--- src/rtl/mem_access_unit_if.sv ---
// Execute -> memory stage -> writeback bundle, plus the data-memory req/ack port and epoch broadcast.
interface mem_access_unit_if #(
  parameter int DATA_W  = 32,
  parameter int ADDR_W  = 32,
  parameter int PC_W    = 7,
  parameter int EPOCH_W = 2
);
  logic               in_valid;
  logic               in_ready;
  logic [31:0]        instr_in;
  logic [PC_W-1:0]    pc_in;
  logic [EPOCH_W-1:0] epoch_in;
  logic               is_load;
  logic               is_store;
  logic [ADDR_W-1:0]  addr_in;
  logic [DATA_W-1:0]  wdata_in;
  logic               branch_taken;
  logic [EPOCH_W-1:0] epoch_global;
  logic               mem_req;
  logic               mem_we;
  logic [ADDR_W-1:0]  mem_addr;
  logic [DATA_W-1:0]  mem_wdata;
  logic               mem_ack;
  logic [DATA_W-1:0]  mem_rdata;
  logic               out_valid;
  logic               out_ready;
  logic [DATA_W-1:0]  data_out;
  logic [31:0]        instr_out;
  logic [PC_W-1:0]    pc_out;
  logic               timeout_err;

  modport slave (
    input  in_valid, instr_in, pc_in, epoch_in, is_load, is_store, addr_in, wdata_in,
    input  branch_taken, mem_ack, mem_rdata, out_ready,
    output in_ready, epoch_global, mem_req, mem_we, mem_addr, mem_wdata,
    output out_valid, data_out, instr_out, pc_out, timeout_err
  );

  modport master (
    output in_valid, instr_in, pc_in, epoch_in, is_load, is_store, addr_in, wdata_in,
    output branch_taken, mem_ack, mem_rdata, out_ready,
    input  in_ready, epoch_global, mem_req, mem_we, mem_addr, mem_wdata,
    input  out_valid, data_out, instr_out, pc_out, timeout_err
  );
endinterface

--- src/rtl/mem_access_unit.sv ---
// Memory stage: one op in flight, variable-latency mem req/ack with timeout abort, and epoch-based
// wrong-path squash. Upstream stalls (in_ready low) while a request is pending or a result is unconsumed.
module mem_access_unit #(
  parameter int DATA_W  = 32,
  parameter int ADDR_W  = 32,
  parameter int PC_W    = 7,
  parameter int EPOCH_W = 2,
  parameter int TIMEOUT = 15
) (
  input  logic             clk,
  input  logic             rst,
  mem_access_unit_if.slave bus
);
  localparam int TMR_W = $clog2(TIMEOUT + 1);

  typedef enum logic [1:0] {S_IDLE, S_REQ, S_HOLD} state_t;

  state_t             r_state;
  state_t             w_state_nxt;
  logic [EPOCH_W-1:0] r_epoch;
  logic [TMR_W-1:0]   r_timer;
  logic [31:0]        r_instr;
  logic [PC_W-1:0]    r_pc;
  logic [ADDR_W-1:0]  r_addr;
  logic [DATA_W-1:0]  r_wdata;
  logic [DATA_W-1:0]  r_data;
  logic               r_we;
  logic               r_is_load;
  logic               r_timeout_err;

  logic w_in_ready;
  logic w_accept;
  logic w_launch;
  logic w_is_mem;
  logic w_timeout;

  assign w_in_ready = (r_state == S_IDLE) | ((r_state == S_HOLD) & bus.out_ready);
  assign w_accept   = bus.in_valid & w_in_ready;
  // Compare against the pre-increment epoch so a same-cycle branch does not squash this op.
  assign w_launch   = w_accept & (bus.epoch_in == r_epoch);
  assign w_is_mem   = bus.is_load | bus.is_store;

  always_ff @(posedge clk or posedge rst) begin
    if (rst) r_state <= S_IDLE;
    else     r_state <= w_state_nxt;
  end

  always_comb begin
    w_state_nxt = r_state;
    w_timeout   = 1'b0;
    case (r_state)
      S_IDLE: if (w_launch) w_state_nxt = w_is_mem ? S_REQ : S_HOLD;
      S_REQ: begin
        if (bus.mem_ack) begin
          w_state_nxt = S_HOLD;
        end else if (r_timer == TMR_W'(TIMEOUT - 1)) begin
          w_state_nxt = S_HOLD;
          w_timeout   = 1'b1;
        end
      end
      S_HOLD: begin
        if (bus.out_ready) begin
          if (w_launch) w_state_nxt = w_is_mem ? S_REQ : S_HOLD;
          else          w_state_nxt = S_IDLE;
        end
      end
      default: w_state_nxt = S_IDLE;
    endcase
  end

  always_ff @(posedge clk or posedge rst) begin
    if (rst) begin
      r_epoch       <= '0;
      r_timer       <= '0;
      r_instr       <= '0;
      r_pc          <= '0;
      r_addr        <= '0;
      r_wdata       <= '0;
      r_data        <= '0;
      r_we          <= 1'b0;
      r_is_load     <= 1'b0;
      r_timeout_err <= 1'b0;
    end else begin
      r_epoch <= r_epoch + EPOCH_W'(bus.branch_taken);
      if (w_accept) begin
        r_instr   <= bus.instr_in;
        r_pc      <= bus.pc_in;
        r_addr    <= bus.addr_in;
        r_wdata   <= bus.wdata_in;
        r_we      <= bus.is_store;
        r_is_load <= bus.is_load;
      end
      if (w_launch && !w_is_mem) r_data <= bus.wdata_in;
      if (r_state == S_REQ) begin
        if (bus.mem_ack) begin
          r_data <= r_is_load ? bus.mem_rdata : r_wdata;
        end else if (w_timeout) begin
          r_data        <= '0;
          r_timeout_err <= 1'b1;
        end
      end
      if ((r_state == S_REQ) && !bus.mem_ack && !w_timeout) r_timer <= r_timer + 1'b1;
      else                                                  r_timer <= '0;
    end
  end

  assign bus.in_ready     = w_in_ready;
  assign bus.epoch_global = r_epoch;
  assign bus.mem_req      = (r_state == S_REQ);
  assign bus.mem_we       = (r_state == S_REQ) & r_we;
  assign bus.mem_addr     = r_addr;
  assign bus.mem_wdata    = r_wdata;
  assign bus.out_valid    = (r_state == S_HOLD);
  assign bus.data_out     = r_data;
  assign bus.instr_out    = r_instr;
  assign bus.pc_out       = r_pc;
  assign bus.timeout_err  = r_timeout_err;
endmodule
--- src/flat_wrapper.sv ---
// flat-port wrapper written by rule: the top's interface ports become plain ports
module mem_access_unit_flat 
#(
  parameter int DATA_W  = 32,
  parameter int ADDR_W  = 32,
  parameter int PC_W    = 7,
  parameter int EPOCH_W = 2,
  parameter int TIMEOUT = 15
)
  (clk, rst, bus_in_valid, bus_instr_in, bus_pc_in, bus_epoch_in, bus_is_load, bus_is_store, bus_addr_in, bus_wdata_in, bus_branch_taken, bus_mem_ack, bus_mem_rdata, bus_out_ready, bus_in_ready, bus_epoch_global, bus_mem_req, bus_mem_we, bus_mem_addr, bus_mem_wdata, bus_out_valid, bus_data_out, bus_instr_out, bus_pc_out, bus_timeout_err);
  mem_access_unit_if #(.DATA_W(DATA_W), .ADDR_W(ADDR_W), .PC_W(PC_W), .EPOCH_W(EPOCH_W)) bus_i ();
  input  logic clk;
  input  logic rst;
  input wire logic [$bits(bus_i.in_valid)-1:0] bus_in_valid;
  input wire logic [$bits(bus_i.instr_in)-1:0] bus_instr_in;
  input wire logic [$bits(bus_i.pc_in)-1:0] bus_pc_in;
  input wire logic [$bits(bus_i.epoch_in)-1:0] bus_epoch_in;
  input wire logic [$bits(bus_i.is_load)-1:0] bus_is_load;
  input wire logic [$bits(bus_i.is_store)-1:0] bus_is_store;
  input wire logic [$bits(bus_i.addr_in)-1:0] bus_addr_in;
  input wire logic [$bits(bus_i.wdata_in)-1:0] bus_wdata_in;
  input wire logic [$bits(bus_i.branch_taken)-1:0] bus_branch_taken;
  input wire logic [$bits(bus_i.mem_ack)-1:0] bus_mem_ack;
  input wire logic [$bits(bus_i.mem_rdata)-1:0] bus_mem_rdata;
  input wire logic [$bits(bus_i.out_ready)-1:0] bus_out_ready;
  output wire logic [$bits(bus_i.in_ready)-1:0] bus_in_ready;
  output wire logic [$bits(bus_i.epoch_global)-1:0] bus_epoch_global;
  output wire logic [$bits(bus_i.mem_req)-1:0] bus_mem_req;
  output wire logic [$bits(bus_i.mem_we)-1:0] bus_mem_we;
  output wire logic [$bits(bus_i.mem_addr)-1:0] bus_mem_addr;
  output wire logic [$bits(bus_i.mem_wdata)-1:0] bus_mem_wdata;
  output wire logic [$bits(bus_i.out_valid)-1:0] bus_out_valid;
  output wire logic [$bits(bus_i.data_out)-1:0] bus_data_out;
  output wire logic [$bits(bus_i.instr_out)-1:0] bus_instr_out;
  output wire logic [$bits(bus_i.pc_out)-1:0] bus_pc_out;
  output wire logic [$bits(bus_i.timeout_err)-1:0] bus_timeout_err;
  assign bus_i.in_valid = bus_in_valid;
  assign bus_i.instr_in = bus_instr_in;
  assign bus_i.pc_in = bus_pc_in;
  assign bus_i.epoch_in = bus_epoch_in;
  assign bus_i.is_load = bus_is_load;
  assign bus_i.is_store = bus_is_store;
  assign bus_i.addr_in = bus_addr_in;
  assign bus_i.wdata_in = bus_wdata_in;
  assign bus_i.branch_taken = bus_branch_taken;
  assign bus_i.mem_ack = bus_mem_ack;
  assign bus_i.mem_rdata = bus_mem_rdata;
  assign bus_i.out_ready = bus_out_ready;
  assign bus_in_ready = bus_i.in_ready;
  assign bus_epoch_global = bus_i.epoch_global;
  assign bus_mem_req = bus_i.mem_req;
  assign bus_mem_we = bus_i.mem_we;
  assign bus_mem_addr = bus_i.mem_addr;
  assign bus_mem_wdata = bus_i.mem_wdata;
  assign bus_out_valid = bus_i.out_valid;
  assign bus_data_out = bus_i.data_out;
  assign bus_instr_out = bus_i.instr_out;
  assign bus_pc_out = bus_i.pc_out;
  assign bus_timeout_err = bus_i.timeout_err;
  mem_access_unit #(.DATA_W(DATA_W), .ADDR_W(ADDR_W), .PC_W(PC_W), .EPOCH_W(EPOCH_W), .TIMEOUT(TIMEOUT)) u_core (.clk(clk), .rst(rst), .bus(bus_i));
endmodule
--- config.mk ---
export PLATFORM = sky130hd
export DESIGN_NAME = mem_access_unit_flat
export DESIGN_NICKNAME = d
export VERILOG_FILES = /design/src/rtl/mem_access_unit_if.sv /design/src/rtl/mem_access_unit.sv /design/src/flat_wrapper.sv
export SDC_FILE = /design/constraint.sdc
export NUM_CORES = 1
export LEC_CHECK = 0
export ABC_CLOCK_PERIOD_IN_PS = 10500
export BUFFER_PORTS_ARGS = -buffer_cell sky130_fd_sc_hd__clkbuf_2
export CAP_MARGIN = 20
export CORE_ASPECT_RATIO = 2
export CORE_UTILIZATION = 45
export DETAILED_ROUTE_END_ITERATION = 10
export GPL_ROUTABILITY_DRIVEN = 0
export MAX_ROUTING_LAYER = met4
export PLACE_DENSITY = 0.81
export RECOVER_POWER = 100
export SYNTH_ARGS = -nofsm -noshare
export SYNTH_HDL_FRONTEND = slang
export SYNTH_SLANG_ARGS = --single-unit
--- constraint.sdc ---
create_clock -name clk -period 10.5 [get_ports clk]
set_input_delay 0.525 -clock clk [delete_from_list [all_inputs] [get_ports clk]]
set_output_delay 0.525 -clock clk [all_outputs]
set_load 0.02 [all_outputs]
# Word-level counts from Yosys, hierarchy flattened
# Cells that the tools add are included.
totals:
  register_bits: 146
  input_bits: 145
  wordCells: 52
  out_inout_bits: 142
op_classes:
  n_mux: 16
  eq_ne: 7
  bitwise_logic: 7
  n_reduce_logical: 9
  addsub: 2
op_table:
  columns: ["cell", "count"]
  rows:
  - ["$mux 32", 5]
  - ["$mux 2", 6]
  - ["$pmux 2 s3", 1]
  - ["$reduce_and 3->1", 2]
  - ["$add 4x1->4 const B", 1]
  - ["$and 1x1->1", 4]
  - ["$eq 4x4->1 const B", 1]
  - ["$mux 4", 1]
  - ["$logic_and 1x1->1", 3]
  - ["$logic_not 1->1", 3]
  - ["$mux 1", 3]
  - ["$ne 3x2->1 const B", 1]
  - ["$add 2x1->2", 1]
  - ["$eq 2x1->1 const B", 1]
  - ["$eq 2x2->1", 1]
  - ["$eq 2x2->1 const B", 1]
  - ["$logic_not 2->1", 1]
  - ["$ne 2x1->1 const B", 1]
  - ["$ne 2x2->1 const B", 1]
  - ["$or 1x1->1", 2]
  - ["$not 1->1", 1]

# Depth between registers and ports, before layout
depth:
  word_depth: 10
  depth_mapped: 7
  ltp_nobuf: 6

# Worst setup path after synthesis
# OpenSTA, ideal clock, no wires.
synth_path:
  path_kind: "in2reg"
  startpoint: "input bus_out_ready"
  endpoint: "register u_core.r_instr[29] (netlist: u_core.bus.instr_out[29])"
  cell_stages: 6
  setup_time_ps: 127
  path_slack_ps: 8759
  path_buffers: 3
  t_arrival_ps: 1613
  required_time_ps: 10373
  cell_sequence: "nand2b_1 and2_1 clkbuf_1 buf_4 buf_6 mux2_1"
synth_between:
  elab_chain_cells: 3
synth_lines:
  columns: ["item", "line_no", "rtl"]
  rows:
  - ["start, declared", "flat_wrapper.sv:25", "input wire logic [$bits(bus_i.out_ready)-1:0] bus_out_ready;"]
  - ["$and 1x1->1", "mem_access_unit.sv:37", "assign w_in_ready = (r_state == S_IDLE) | ((r_state == S_HOLD) & bus.out_ready);"]
  - ["$or 1x1->1", "mem_access_unit.sv:37", null]
  - ["$and 1x1->1", "mem_access_unit.sv:38", "assign w_accept = bus.in_valid & w_in_ready;"]
  - ["end signal, assigned", "mem_access_unit.sv:86", "r_instr <= bus.instr_in;"]
  - ["end, declared", "mem_access_unit.sv:22", "logic [31:0] r_instr;"]
# No other way between the ends.
# A chain may end at the register's enable or synchronous reset.

# Worst setup path after layout
layout_path:
  startpoint: "register u_core.r_state[0]"
  endpoint: "register u_core.r_instr[14] (netlist: u_core.bus.instr_out[14])"
layout_between:
  elab_chain_cells: 4
  word_cells_on_any_way: 5
  classes_between: "eq/ne: 1; bitwise: 3; reduce/logical: 1"
layout_lines:
  columns: ["item", "line_no", "rtl"]
  rows:
  - ["start, declared", "mem_access_unit.sv:18", "state_t r_state;"]
  - ["start signal, assigned", "mem_access_unit.sv:45", "else r_state <= w_state_nxt;"]
  - ["$eq 2x2->1", "mem_access_unit.sv:37", null]
  - ["$and 1x1->1", "mem_access_unit.sv:37", null]
  - ["$or 1x1->1 *", "mem_access_unit.sv:37", null]
  - ["$and 1x1->1 *", "mem_access_unit.sv:38", null]
# Mark *: on every way between the ends. The rest lies on a longest branch, timed or not.

==> flow_metrics.py <==
metrics = {
    "status": {
        "status": "finished, violations left",
        "violations": "capacitance limit, slew limit",
    },
    "die": {
        "pin_count": 287,
        "coreArea_mm2": 0.0140,
        "initial_utilization": 0.462,
        "num_rows": 61,
        "die_h_um": 171,
        "fp.dieW_um": 86.7,
        "dieArea_mm2": 0.0149,
    },
    "drt": {
        "route.detailed.drc": 0,
        "totalWireLength_mm": 17.5,
        "drt-vias-per-instance": 5.31,
        "wl_per_cell_um": 17.5,
        "drt_iter0_markers": 254,
        "vias": 5281,
        "dr.pass1.iters": 4,
        "final_antenna_net_count": 0,
    },
    "synth": {
        "synth_top_area_cell": "dfrtp_1",
        "synth.distinct_cells": 32,
        "synth_top_cells_by_area": "dfrtp_1 57%, mux2_2 12%, mux2_1 6.6%, mux2i_1 5.0%, nor2_1 4.2%",
        "yosysSeqAreaShare": 0.566,
        "synth_edf_count": 0,
        "syn_area_mm2": 0.00645,
        "synth_nets": 667,
        "synth_most_common_cell": "dfrtp_1",
        "synth_warnings": 0,
        "synth_top_cell_area_share": 0.566,
        "ys.flop_type": "dfrtp_1",
        "synth_seq_cells": 146,
        "syn_inst": 519,
        "synthTopCellsByCount": "146 x dfrtp_1, 72 x nor2_1, 66 x mux2_2",
        "synth-async-reset-ratio": 1.00,
        "syn_avg_cell_area_um2": 12.4,
    },
    "clocking": {
        "cts_tree": "built",
        "cts_hold_buf": 0,
        "clkSinkCount": 146,
        "numCtsBuffers": 17,
        "ctsRootBufferMaster": "clkbuf_16",
        "cts-resized-gates": 0,
        "worstSkewPairLatency_ps": 420,
        "post-cts-setup-buffers": 0,
        "cts.clk_slew.worst_paths_ps": 60,
        "ctsHtreeMaxLevel": 4,
        "cts_buffer_depth": 2,
    },
    "finish": {
        "syn2layout_area_growth_pct": 29.7,
        "drive_gt1_frac": 0.309,
        "fin_nets": 941,
        "final_cells": 995,
        "antenna_cells": 0,
        "final_util": 0.600,
    },
    "sta": {
        "finalHoldViolations": 0,
        "setup_viol": 0,
        "drv_slew": 263,
        "finalCriticalPeriod_ps": 5910,
        "max_slew_margin": -1.27,
        "tns_ps": 0,
        "setup_slack_ps": 4590,
        "min_period_over_period": 0.563,
        "worst_pin_slew_ps": 3390,
        "fmax_ghz": 0.169,
        "skew_ps": 8.65,
        "rsz0062_at_grt": "false",
    },
    "critical_path": {
        "crit_slowest_cell": "clkbuf_1",
        "crit_path_max_fanout": 64,
        "crit_type": "flip-flop to flip-flop",
        "regToRegStartpoint": "u_core.r_state[0]",
        "max_stage_delay_ps": 2430,
        "crit_path_start_kind": "flip-flop",
        "critical-path-top-delay-family": "buffers and inverters",
        "critPathCaptureType": "flip-flop",
        "startpoint": "u_core.r_state[0]",
        "critPathBufInv": 1,
        "arrival_ps": 6200,
        "path_cells": "nor2b_1, and2_0, clkbuf_1, mux2_2",
        "critPathRequiredTime_ps": 10790,
    },
    "global_route": {
        "antenna_found_initial": 0,
        "first_global_vias": 5265,
        "grt_max_degree": 80,
        "grt_use_total": 0.238,
        "grt_pass1_wl_mm": 26.0,
        "grt-ovfl-total": 0,
    },
    "power_and_ir_drop": {
        "powerDensity_mw_per_mm2": 308,
        "irDropWorstVdd_v": 0.000152,
        "leakagePower_nw": 3.71,
    },
    "placement": {
        "place_ws_ps": 7810,
        "dp.cells": 963,
        "port_buffers": 286,
        "dp_hpwl_mm": 12.3,
    },
    "min_path": {
        "worstHoldStart": "bus_addr_in[4]",
        "hold_class": "input pin to flip-flop",
    },
    "job": {
        "max_cap_violations": 5,
    },
}
-- power breakdown --
group | leakage, nW | switching, mW | total, mW | internal (mW)
sequential | 1.73 | 0.165 | 0.957 | 0.793
combinational | 1.69 | 0.626 | 0.999 | 0.373
clock | 0.293 | 0.242 | 0.623 | 0.380
-- per-stage QoR --
step	area, µm²	hold slack (ps)	power [mW]
finish	8370	318	2.58
global route	8370	315	2.70
CTS	8580	238	2.65
detailed placement	7980	447	2.02
global placement	7980	445	1.99
floorplan	6450	455	1.65
-- cell families (layout without fill, tap and decap cells) --
kind of cell / Yosys count / in the layout / synth area share
simple gates: 150 / 150 / 0.112
flops: 146 / 146 / 0.566
mux: 136 / 136 / 0.231
xor+xnor: 5 / 5 / 0.00679
fa+ha+maj: 3 / 3 / 0.00582
buf+inv: 42 / 329 / 0.0353
compound gates: 37 / 37 / 0.0428
-- final cells by class --
cell class              instances  area, µm²
fillers                      1251       5590
multi-input cells             331       2570
flip-flops and latches        146       3650
well taps                     189        236
clock inverters                13        160
inverters                       4       16.3
repair buffers                293       1290
clock buffers                  19        443
-- final timing paths --
| path | cells past startpoint | end | slack [ps] |
|---|---|---|---|
| hold reg to reg | 1 | u_core.bus.timeout_err | 460 |
| hold / removal | 2 | u_core.bus.mem_addr[4] | 320 |
| max in group asynchronous | 3 | u_core.r_is_load | 7350 |
| setup reg to reg | 4 | u_core.bus.instr_out[14] | 4590 |
| min in group asynchronous | 2 | u_core.bus.mem_addr[9] | 1070 |
| setup / recovery | 4 | u_core.bus.instr_out[14] | 4590 |
-- sequential cells by signal (all words and copies together) (netlist names) --
signal and cells:
u_core.bus.pc_out 7, u_core.bus.mem_wdata 32, u_core.r_is_load 1, u_core.bus.instr_out 32, u_core.bus.timeout_err 1, u_core.bus.data_out 32
u_core.r_we 1, u_core.r_timer 4, u_core.bus.epoch_global 2, u_core.r_state 2, u_core.bus.mem_addr 32
-- layer usage --
layer	vias up	GRT usage	routed length, µm
li1	2414	-	-
met1	2566	0.257	6520
met2	256	0.417	9400
met3	45	0.0403	935
met4	0	0.117	605
met5	-	-	0
-- placed cells by master, fill, tap and decap left out, types with 3 or more instances in the layout --
master | netlist | final
nor2_1 | 72 | 71
mux2i_1 | 32 | 32
clkbuf_16 | 0 | 17
clkbuf_1 | 18 | 146
xnor2_1 | 3 | 3
a211oi_1 | 31 | 32
o21ai_0 | 3 | 3
nor2b_1 | 2 | 3
mux2_1 | 38 | 38
inv_1 | 4 | 3
mux2_2 | 66 | 66
ha_1 | 3 | 3
clkinv_2 | 0 | 4
nor3_1 | 32 | 32
clkbuf_2 | 0 | 144
nor4_1 | 32 | 32
buf_4 | 1 | 4
bufinv_16 | 0 | 3
dfrtp_1 | 146 | 145
No activity file was read; power rests on OpenSTA's default activity.
